--- src/rtl/alu_arbiter_if.sv ---
// Request/response bundle between two requesters and the shared-ALU arbiter.
// The master modport is the requester side; slave is the arbiter side.
interface alu_arbiter_if;
  logic        req0_valid;
  logic        req0_ready;
  logic [1:0]  req0_op;
  logic [7:0]  req0_x;
  logic [7:0]  req0_y;
  logic        req1_valid;
  logic        req1_ready;
  logic [1:0]  req1_op;
  logic [7:0]  req1_x;
  logic [7:0]  req1_y;
  logic        rsp0_valid;
  logic        rsp0_ready;
  logic        rsp1_valid;
  logic        rsp1_ready;
  logic [15:0] rsp_z;

  modport master (
    output req0_valid, req0_op, req0_x, req0_y,
    output req1_valid, req1_op, req1_x, req1_y,
    output rsp0_ready, rsp1_ready,
    input  req0_ready, req1_ready, rsp0_valid, rsp1_valid, rsp_z
  );

  modport slave (
    input  req0_valid, req0_op, req0_x, req0_y,
    input  req1_valid, req1_op, req1_x, req1_y,
    input  rsp0_ready, rsp1_ready,
    output req0_ready, req1_ready, rsp0_valid, rsp1_valid, rsp_z
  );
endinterface

--- src/rtl/alu_arbiter.sv ---
// Round-robin arbiter sharing one combinational ALU between two requesters.
// Define ALU_ARBITER_CNT_EN to add the ops_done completed-handshake counter.
module alu_arbiter #(
  parameter int unsigned MUL_CYCLES = 2
) (
  input  logic         clk,
  input  logic         rst_n,
  alu_arbiter_if.slave bus,
  output logic [1:0]   alu_m,
  output logic [7:0]   alu_x,
  output logic [7:0]   alu_y,
  input  logic [15:0]  alu_z
`ifdef ALU_ARBITER_CNT_EN
  ,
  output logic [15:0]  ops_done
`endif
);

  typedef enum logic [1:0] {IDLE, EXEC, RESP} state_t;

  localparam logic [3:0] MUL_LOAD = 4'(MUL_CYCLES - 1);

  state_t      state_reg, state_next;
  logic        ptr_reg, ptr_next;
  logic        owner_reg, owner_next;
  logic [1:0]  op_reg, op_next;
  logic [7:0]  x_reg, x_next;
  logic [7:0]  y_reg, y_next;
  logic [3:0]  cnt_reg, cnt_next;
  logic [15:0] z_reg, z_next;

  logic grant;
  logic req0_ready, req1_ready, rsp0_valid, rsp1_valid;

  assign bus.req0_ready = req0_ready;
  assign bus.req1_ready = req1_ready;
  assign bus.rsp0_valid = rsp0_valid;
  assign bus.rsp1_valid = rsp1_valid;
  assign bus.rsp_z      = z_reg;

  always_ff @(posedge clk or negedge rst_n) begin
    if (!rst_n) begin
      state_reg <= IDLE;
      ptr_reg   <= 1'b0;
      owner_reg <= 1'b0;
      op_reg    <= 2'b00;
      x_reg     <= 8'h00;
      y_reg     <= 8'h00;
      cnt_reg   <= 4'd0;
      z_reg     <= 16'h0000;
    end else begin
      state_reg <= state_next;
      ptr_reg   <= ptr_next;
      owner_reg <= owner_next;
      op_reg    <= op_next;
      x_reg     <= x_next;
      y_reg     <= y_next;
      cnt_reg   <= cnt_next;
      z_reg     <= z_next;
    end
  end

  // The pointer only matters on a tie; a lone valid requester always wins.
  assign grant = (bus.req0_valid && bus.req1_valid) ? ptr_reg : bus.req1_valid;

  always_comb begin
    state_next = state_reg;
    ptr_next   = ptr_reg;
    owner_next = owner_reg;
    op_next    = op_reg;
    x_next     = x_reg;
    y_next     = y_reg;
    cnt_next   = cnt_reg;
    z_next     = z_reg;
    req0_ready = 1'b0;
    req1_ready = 1'b0;
    rsp0_valid = 1'b0;
    rsp1_valid = 1'b0;
    alu_m      = 2'b00;
    alu_x      = 8'h00;
    alu_y      = 8'h00;
    case (state_reg)
      IDLE: begin
        // Ready is combinational, so it must be held off while reset is asserted.
        if (rst_n && (bus.req0_valid || bus.req1_valid)) begin
          req0_ready = !grant;
          req1_ready = grant;
          owner_next = grant;
          op_next    = grant ? bus.req1_op : bus.req0_op;
          x_next     = grant ? bus.req1_x  : bus.req0_x;
          y_next     = grant ? bus.req1_y  : bus.req0_y;
          cnt_next   = (op_next == 2'b10) ? MUL_LOAD : 4'd0;
          state_next = EXEC;
        end
      end
      EXEC: begin
        alu_m = op_reg;
        alu_x = x_reg;
        alu_y = y_reg;
        if (cnt_reg == 4'd0) begin
          z_next     = (op_reg == 2'b11) ? 16'h0000 : alu_z;
          state_next = RESP;
        end else begin
          cnt_next = cnt_reg - 4'd1;
        end
      end
      RESP: begin
        rsp0_valid = !owner_reg;
        rsp1_valid = owner_reg;
        if (owner_reg ? bus.rsp1_ready : bus.rsp0_ready) begin
          ptr_next   = !owner_reg;
          state_next = IDLE;
        end
      end
      default: state_next = IDLE;
    endcase
  end

`ifdef ALU_ARBITER_CNT_EN
  logic        handshake;
  logic [15:0] ops_done_reg;

  assign handshake = (state_reg == RESP) && (owner_reg ? bus.rsp1_ready : bus.rsp0_ready);
  assign ops_done  = ops_done_reg;

  always_ff @(posedge clk or negedge rst_n) begin
    if (!rst_n) begin
      ops_done_reg <= 16'h0000;
    end else if (handshake) begin
      ops_done_reg <= ops_done_reg + 16'h0001;
    end
  end
`endif

endmodule

--- src/flat_wrapper.sv ---
// flat-port wrapper written by rule: the top's interface ports become plain ports
module alu_arbiter_flat 
#(
  parameter int unsigned MUL_CYCLES = 2
)
  (clk, rst_n, alu_m, alu_x, alu_y, alu_z, bus_req0_valid, bus_req0_op, bus_req0_x, bus_req0_y, bus_req1_valid, bus_req1_op, bus_req1_x, bus_req1_y, bus_rsp0_ready, bus_rsp1_ready, bus_req0_ready, bus_req1_ready, bus_rsp0_valid, bus_rsp1_valid, bus_rsp_z);
  alu_arbiter_if bus_i ();
  input  logic clk;
  input  logic rst_n;
  output logic [1:0] alu_m;
  output logic [7:0] alu_x;
  output logic [7:0] alu_y;
  input  logic [15:0] alu_z;
  input wire logic [$bits(bus_i.req0_valid)-1:0] bus_req0_valid;
  input wire logic [$bits(bus_i.req0_op)-1:0] bus_req0_op;
  input wire logic [$bits(bus_i.req0_x)-1:0] bus_req0_x;
  input wire logic [$bits(bus_i.req0_y)-1:0] bus_req0_y;
  input wire logic [$bits(bus_i.req1_valid)-1:0] bus_req1_valid;
  input wire logic [$bits(bus_i.req1_op)-1:0] bus_req1_op;
  input wire logic [$bits(bus_i.req1_x)-1:0] bus_req1_x;
  input wire logic [$bits(bus_i.req1_y)-1:0] bus_req1_y;
  input wire logic [$bits(bus_i.rsp0_ready)-1:0] bus_rsp0_ready;
  input wire logic [$bits(bus_i.rsp1_ready)-1:0] bus_rsp1_ready;
  output wire logic [$bits(bus_i.req0_ready)-1:0] bus_req0_ready;
  output wire logic [$bits(bus_i.req1_ready)-1:0] bus_req1_ready;
  output wire logic [$bits(bus_i.rsp0_valid)-1:0] bus_rsp0_valid;
  output wire logic [$bits(bus_i.rsp1_valid)-1:0] bus_rsp1_valid;
  output wire logic [$bits(bus_i.rsp_z)-1:0] bus_rsp_z;
  assign bus_i.req0_valid = bus_req0_valid;
  assign bus_i.req0_op = bus_req0_op;
  assign bus_i.req0_x = bus_req0_x;
  assign bus_i.req0_y = bus_req0_y;
  assign bus_i.req1_valid = bus_req1_valid;
  assign bus_i.req1_op = bus_req1_op;
  assign bus_i.req1_x = bus_req1_x;
  assign bus_i.req1_y = bus_req1_y;
  assign bus_i.rsp0_ready = bus_rsp0_ready;
  assign bus_i.rsp1_ready = bus_rsp1_ready;
  assign bus_req0_ready = bus_i.req0_ready;
  assign bus_req1_ready = bus_i.req1_ready;
  assign bus_rsp0_valid = bus_i.rsp0_valid;
  assign bus_rsp1_valid = bus_i.rsp1_valid;
  assign bus_rsp_z = bus_i.rsp_z;
  alu_arbiter #(.MUL_CYCLES(MUL_CYCLES)) u_core (.clk(clk), .rst_n(rst_n), .bus(bus_i), .alu_m(alu_m), .alu_x(alu_x), .alu_y(alu_y), .alu_z(alu_z));
endmodule
--- config.mk ---
export PLATFORM = sky130hd
export DESIGN_NAME = alu_arbiter_flat
export DESIGN_NICKNAME = d
export VERILOG_FILES = /design/src/rtl/alu_arbiter_if.sv /design/src/rtl/alu_arbiter.sv /design/src/flat_wrapper.sv
export SDC_FILE = /design/constraint.sdc
export NUM_CORES = 1
export LEC_CHECK = 0
export CORE_UTILIZATION = 40
export CTS_CLUSTER_SIZE = 25
export DETAILED_ROUTE_END_ITERATION = 8
export PLACE_DENSITY = 0.88
export SLEW_MARGIN = 20
export SYNTH_ARGS = -nofsm -noshare
export SYNTH_HDL_FRONTEND = slang
export SYNTH_SLANG_ARGS = --single-unit
--- constraint.sdc ---
create_clock -name clk -period 2.7 [get_ports clk]
set_input_delay 0.54 -clock clk [delete_from_list [all_inputs] [get_ports clk]]
set_output_delay 0.54 -clock clk [all_outputs]
set_load 0.02 [all_outputs]
==> results.yml, run 1 <==
layout:
  nets: 383
  antenna_cells: 0
  largest_reg_flops: 16
  layout.cells.most_common: "clkdlybuf4s50_1"
  layout_common_cells: "clkdlybuf4s50_1 (92), nand2_1 (56), dfrtp_1 (42)"
  drive_gt1_share_pct: 10.5
  area_delta_synth_final_pct: 52.2
timing:
  finalCritPeriodShare_pct: 93.8
  fin_skew_ps: 6.31
  fmax_mhz: 395
  maxSlewViolCount: 0
  setup_viol: 0
  worst_slack_ps: 167
  rsz0062_at_grt: "false"
  worstMarginPinSlew_ps: 539
  post-route-min-period_ps: 2530
  tns_ps: 0
  finalHoldViolCount: 0
  slew_headroom_pct: 64.0
setup_path:
  r2r_start: "u_core.cnt_reg[0]"
  path_delay_family: "buffers and inverters"
  slowest_stage: "clkdlybuf4s50_1"
  crit_chain: "clkdlybuf4s50_1, o21ai_1, or3_1, nor2_1, dlygate4sd2_1"
  regToRegEndpoint: "u_core.bus.rsp_z[3]"
  cp.arrival_ps: 1990
  crit_type: "in -> out"
  cpPeakStageDelay_ps: 490
  worstSetupStartpointType: "primary input"
  critPathRequiredTime_ps: 2160
  cp-end-kind: "primary output"
  rr_worst_depth: 7
  path_buf_inv: 2
  rrSetupSlack_ps: 940
  path_max_fanout: 3
die:
  coreArea_um2: 5140
  initial_core_util_pct: 41.8
  io_pins: 96
  fp.dieH_um: 75.3
  die_area_um2: 5670
  floorplan.die.width_um: 75.3
  num_rows: 26
yosys:
  netlist_area_um2: 2150
  ys_warn_count: 0
  synth_area_per_cell_um2: 9.51
  ys_seq_area_share_pct: 48.9
  syn-instance-count: 226
  synth-seq-cells: 42
  syn_nets: 286
  synth_cell_types: 27
global_routing:
  grt_start_max_net_pins: 43
  gr-total-overflow: 0
  antenna_found_initial: 0
  grt_usage_pct: 18.5
  grt_pass1_vias: 1841
  grt_pass1_wl_mm: 7.80
clocking:
  cts_made_buffers: 5
  cts_tree: "built"
  clk_latency_ps: 300
  cts-root-buf: "clkbuf_8"
  cts_max_level: 2
  clock-sinks: 42
  ctsLongestPathBuffers: 2
  hold_buffers: 0
  path_clk_slew_ps: 80
power:
  internal_power_mw: 2.00
  p_clk_share_pct: 14.3
  power_frac_seq_pct: 33.3
  power.switching_mw: 1.27
  swShare_pct: 39.0
  p_comb_share_pct: 52.3
  leakagePower_nw: 1.52
  power.density_nw_per_um2: 1000
  irDropWorstVdd_v: 0.000427
routing:
  finalWirelength_mm: 4.92
  final_antenna_net_count: 0
  num_vias: 1897
  via_per_inst: 4.81
  drc_errors: 0
  drt_iter0_drc: 35
  wl_per_cell_um: 12.5
  first_pass_iters: 4
placement:
  dpl_worst_slack_ps: -102
  dpl.hpwl_mm: 3.71
  port-buffer-count: 95
  gp_congestion: 0.787
flow_run:
  drv_cap: 0
status:
  status: "complete, no violations"
hold_path:
  hold_path.class: "in -> async"
[cell families (layout without fill, tap and decap cells)]
kind of cell               count (synthesis)  in the layout  synth area share [%]
buffers and inverters                     19            117                  5.30
DFF                                       42             42                  48.9
and+or+nand+nor                           95             95                  21.0
AOI/OAI and AO/OA                         47             47                  13.7
muxes                                     21             21                  9.84
adders and majority gates                  2              2                  1.16
[metrics by stage]
stage | utilization [%] | area, um2 | hold slack (ps) | instances | power [mW]
floorplan | - | 2150 | 244 | 226 | 2.14
global placement | 61.4 | 3160 | 453 | 386 | 2.77
detailed placement | 61.4 | 3160 | 462 | 386 | 2.84
CTS | 63.6 | 3270 | 378 | 394 | 3.31
global route | 63.6 | 3270 | 405 | 394 | 3.53
finish | 63.6 | 3270 | 348 | 394 | 3.27
[per-layer routing]
metal  up-vias  GRT usage [%]  part of all wire, %
met5         -              0                    0
met1       871           18.5                   38
met2        74           35.6                   52
met4         0           5.56                 0.87
li1        947              -                    -
met3         5           6.56                  9.0
[area by class of cell]
type | count | area (um2)
fill | 459 | 1870
tap | 70 | 87.6
multi-input combinational | 165 | 987
sequential | 42 | 1050
inverter | 5 | 18.8
timing repair buffer | 104 | 1010
clock buffer | 8 | 110
[worst max path at each step]
stage                         startpoint        endpoint  slack (ps)  depth (start not counted)
final                     bus_req1_valid  bus_req1_ready         170                          5
after detailed placement  bus_req1_valid  bus_req1_ready        -100                          5
after CTS                 bus_req1_valid  bus_req0_ready          30                          5
after global placement    bus_req1_valid  bus_req1_ready         -80                          5
after global routing      bus_req1_valid  bus_req1_ready         100                          5
after floorplan           bus_req1_valid  bus_req1_ready         720                          4
[synth_stat cells]
cell | n | area, um2
nor2b_1 | 4 | 25.0
or3_1 | 2 | 12.5
nor2_1 | 4 | 15.0
buf_2 | 4 | 20.0
o21ai_0 | 16 | 80.1
buf_6 | 5 | 56.3
a31oi_1 | 1 | 6.26
nand2b_1 | 1 | 6.26
nor4_1 | 1 | 6.26
o211ai_1 | 1 | 7.51
mux2i_1 | 20 | 200
dfrtp_1 | 42 | 1050
and2_1 | 21 | 131
o21ai_1 | 10 | 50.1
nand4b_1 | 1 | 8.76
nand2b_4 | 1 | 13.8
nor3b_1 | 1 | 7.51
nor3_1 | 3 | 15.0
o31ai_1 | 1 | 7.51
clkbuf_1 | 5 | 18.8
nand2_1 | 56 | 210
o21ai_2 | 13 | 114
inv_1 | 5 | 18.8
ha_1 | 2 | 25.0
a21o_1 | 2 | 15.0
mux2_2 | 1 | 11.3
a21oi_1 | 3 | 15.0
[power by group through the flow]
stage | registers (mW) | logic [mW] | clock network, mW
after floorplan | 1.20 | 0.938 | 0
after global placement | 1.08 | 1.69 | 0
after detailed placement | 1.10 | 1.74 | 0
after CTS | 1.09 | 1.74 | 0.482
after global routing | 1.13 | 1.89 | 0.501
final | 1.09 | 1.71 | 0.469
[repair_timing]
action,CTS,global route
hold endpoints to repair,0,0
setup endpoints to repair,1,1
resized for setup,1,1
setup buffers,0,0
Power figures use the tool's default switching activity.
==> run 2, diff against run 1 <==
--- a/config.mk
+++ b/config.mk
@@ -6,6 +6,7 @@
 export NUM_CORES = 1
 export LEC_CHECK = 0
 export CORE_UTILIZATION = 40
+export CTS_CLUSTER_DIAMETER = 100
 export CTS_CLUSTER_SIZE = 25
 export DETAILED_ROUTE_END_ITERATION = 8
 export PLACE_DENSITY = 0.88
==> results of run 2 <==
Same layout as run 1: the final DEF is identical, and so are final timing and power.
==> run 3, diff against run 2 <==
--- a/config.mk
+++ b/config.mk
@@ -7,10 +7,9 @@
 export LEC_CHECK = 0
 export CORE_UTILIZATION = 40
 export CTS_CLUSTER_DIAMETER = 100
-export CTS_CLUSTER_SIZE = 25
+export CTS_CLUSTER_SIZE = 8
 export DETAILED_ROUTE_END_ITERATION = 8
 export PLACE_DENSITY = 0.88
-export SLEW_MARGIN = 20
 export SYNTH_ARGS = -nofsm -noshare
 export SYNTH_HDL_FRONTEND = slang
 export SYNTH_SLANG_ARGS = --single-unit
==> results of run 3 <==
Same layout as run 1: the final DEF is identical, and so are final timing and power.
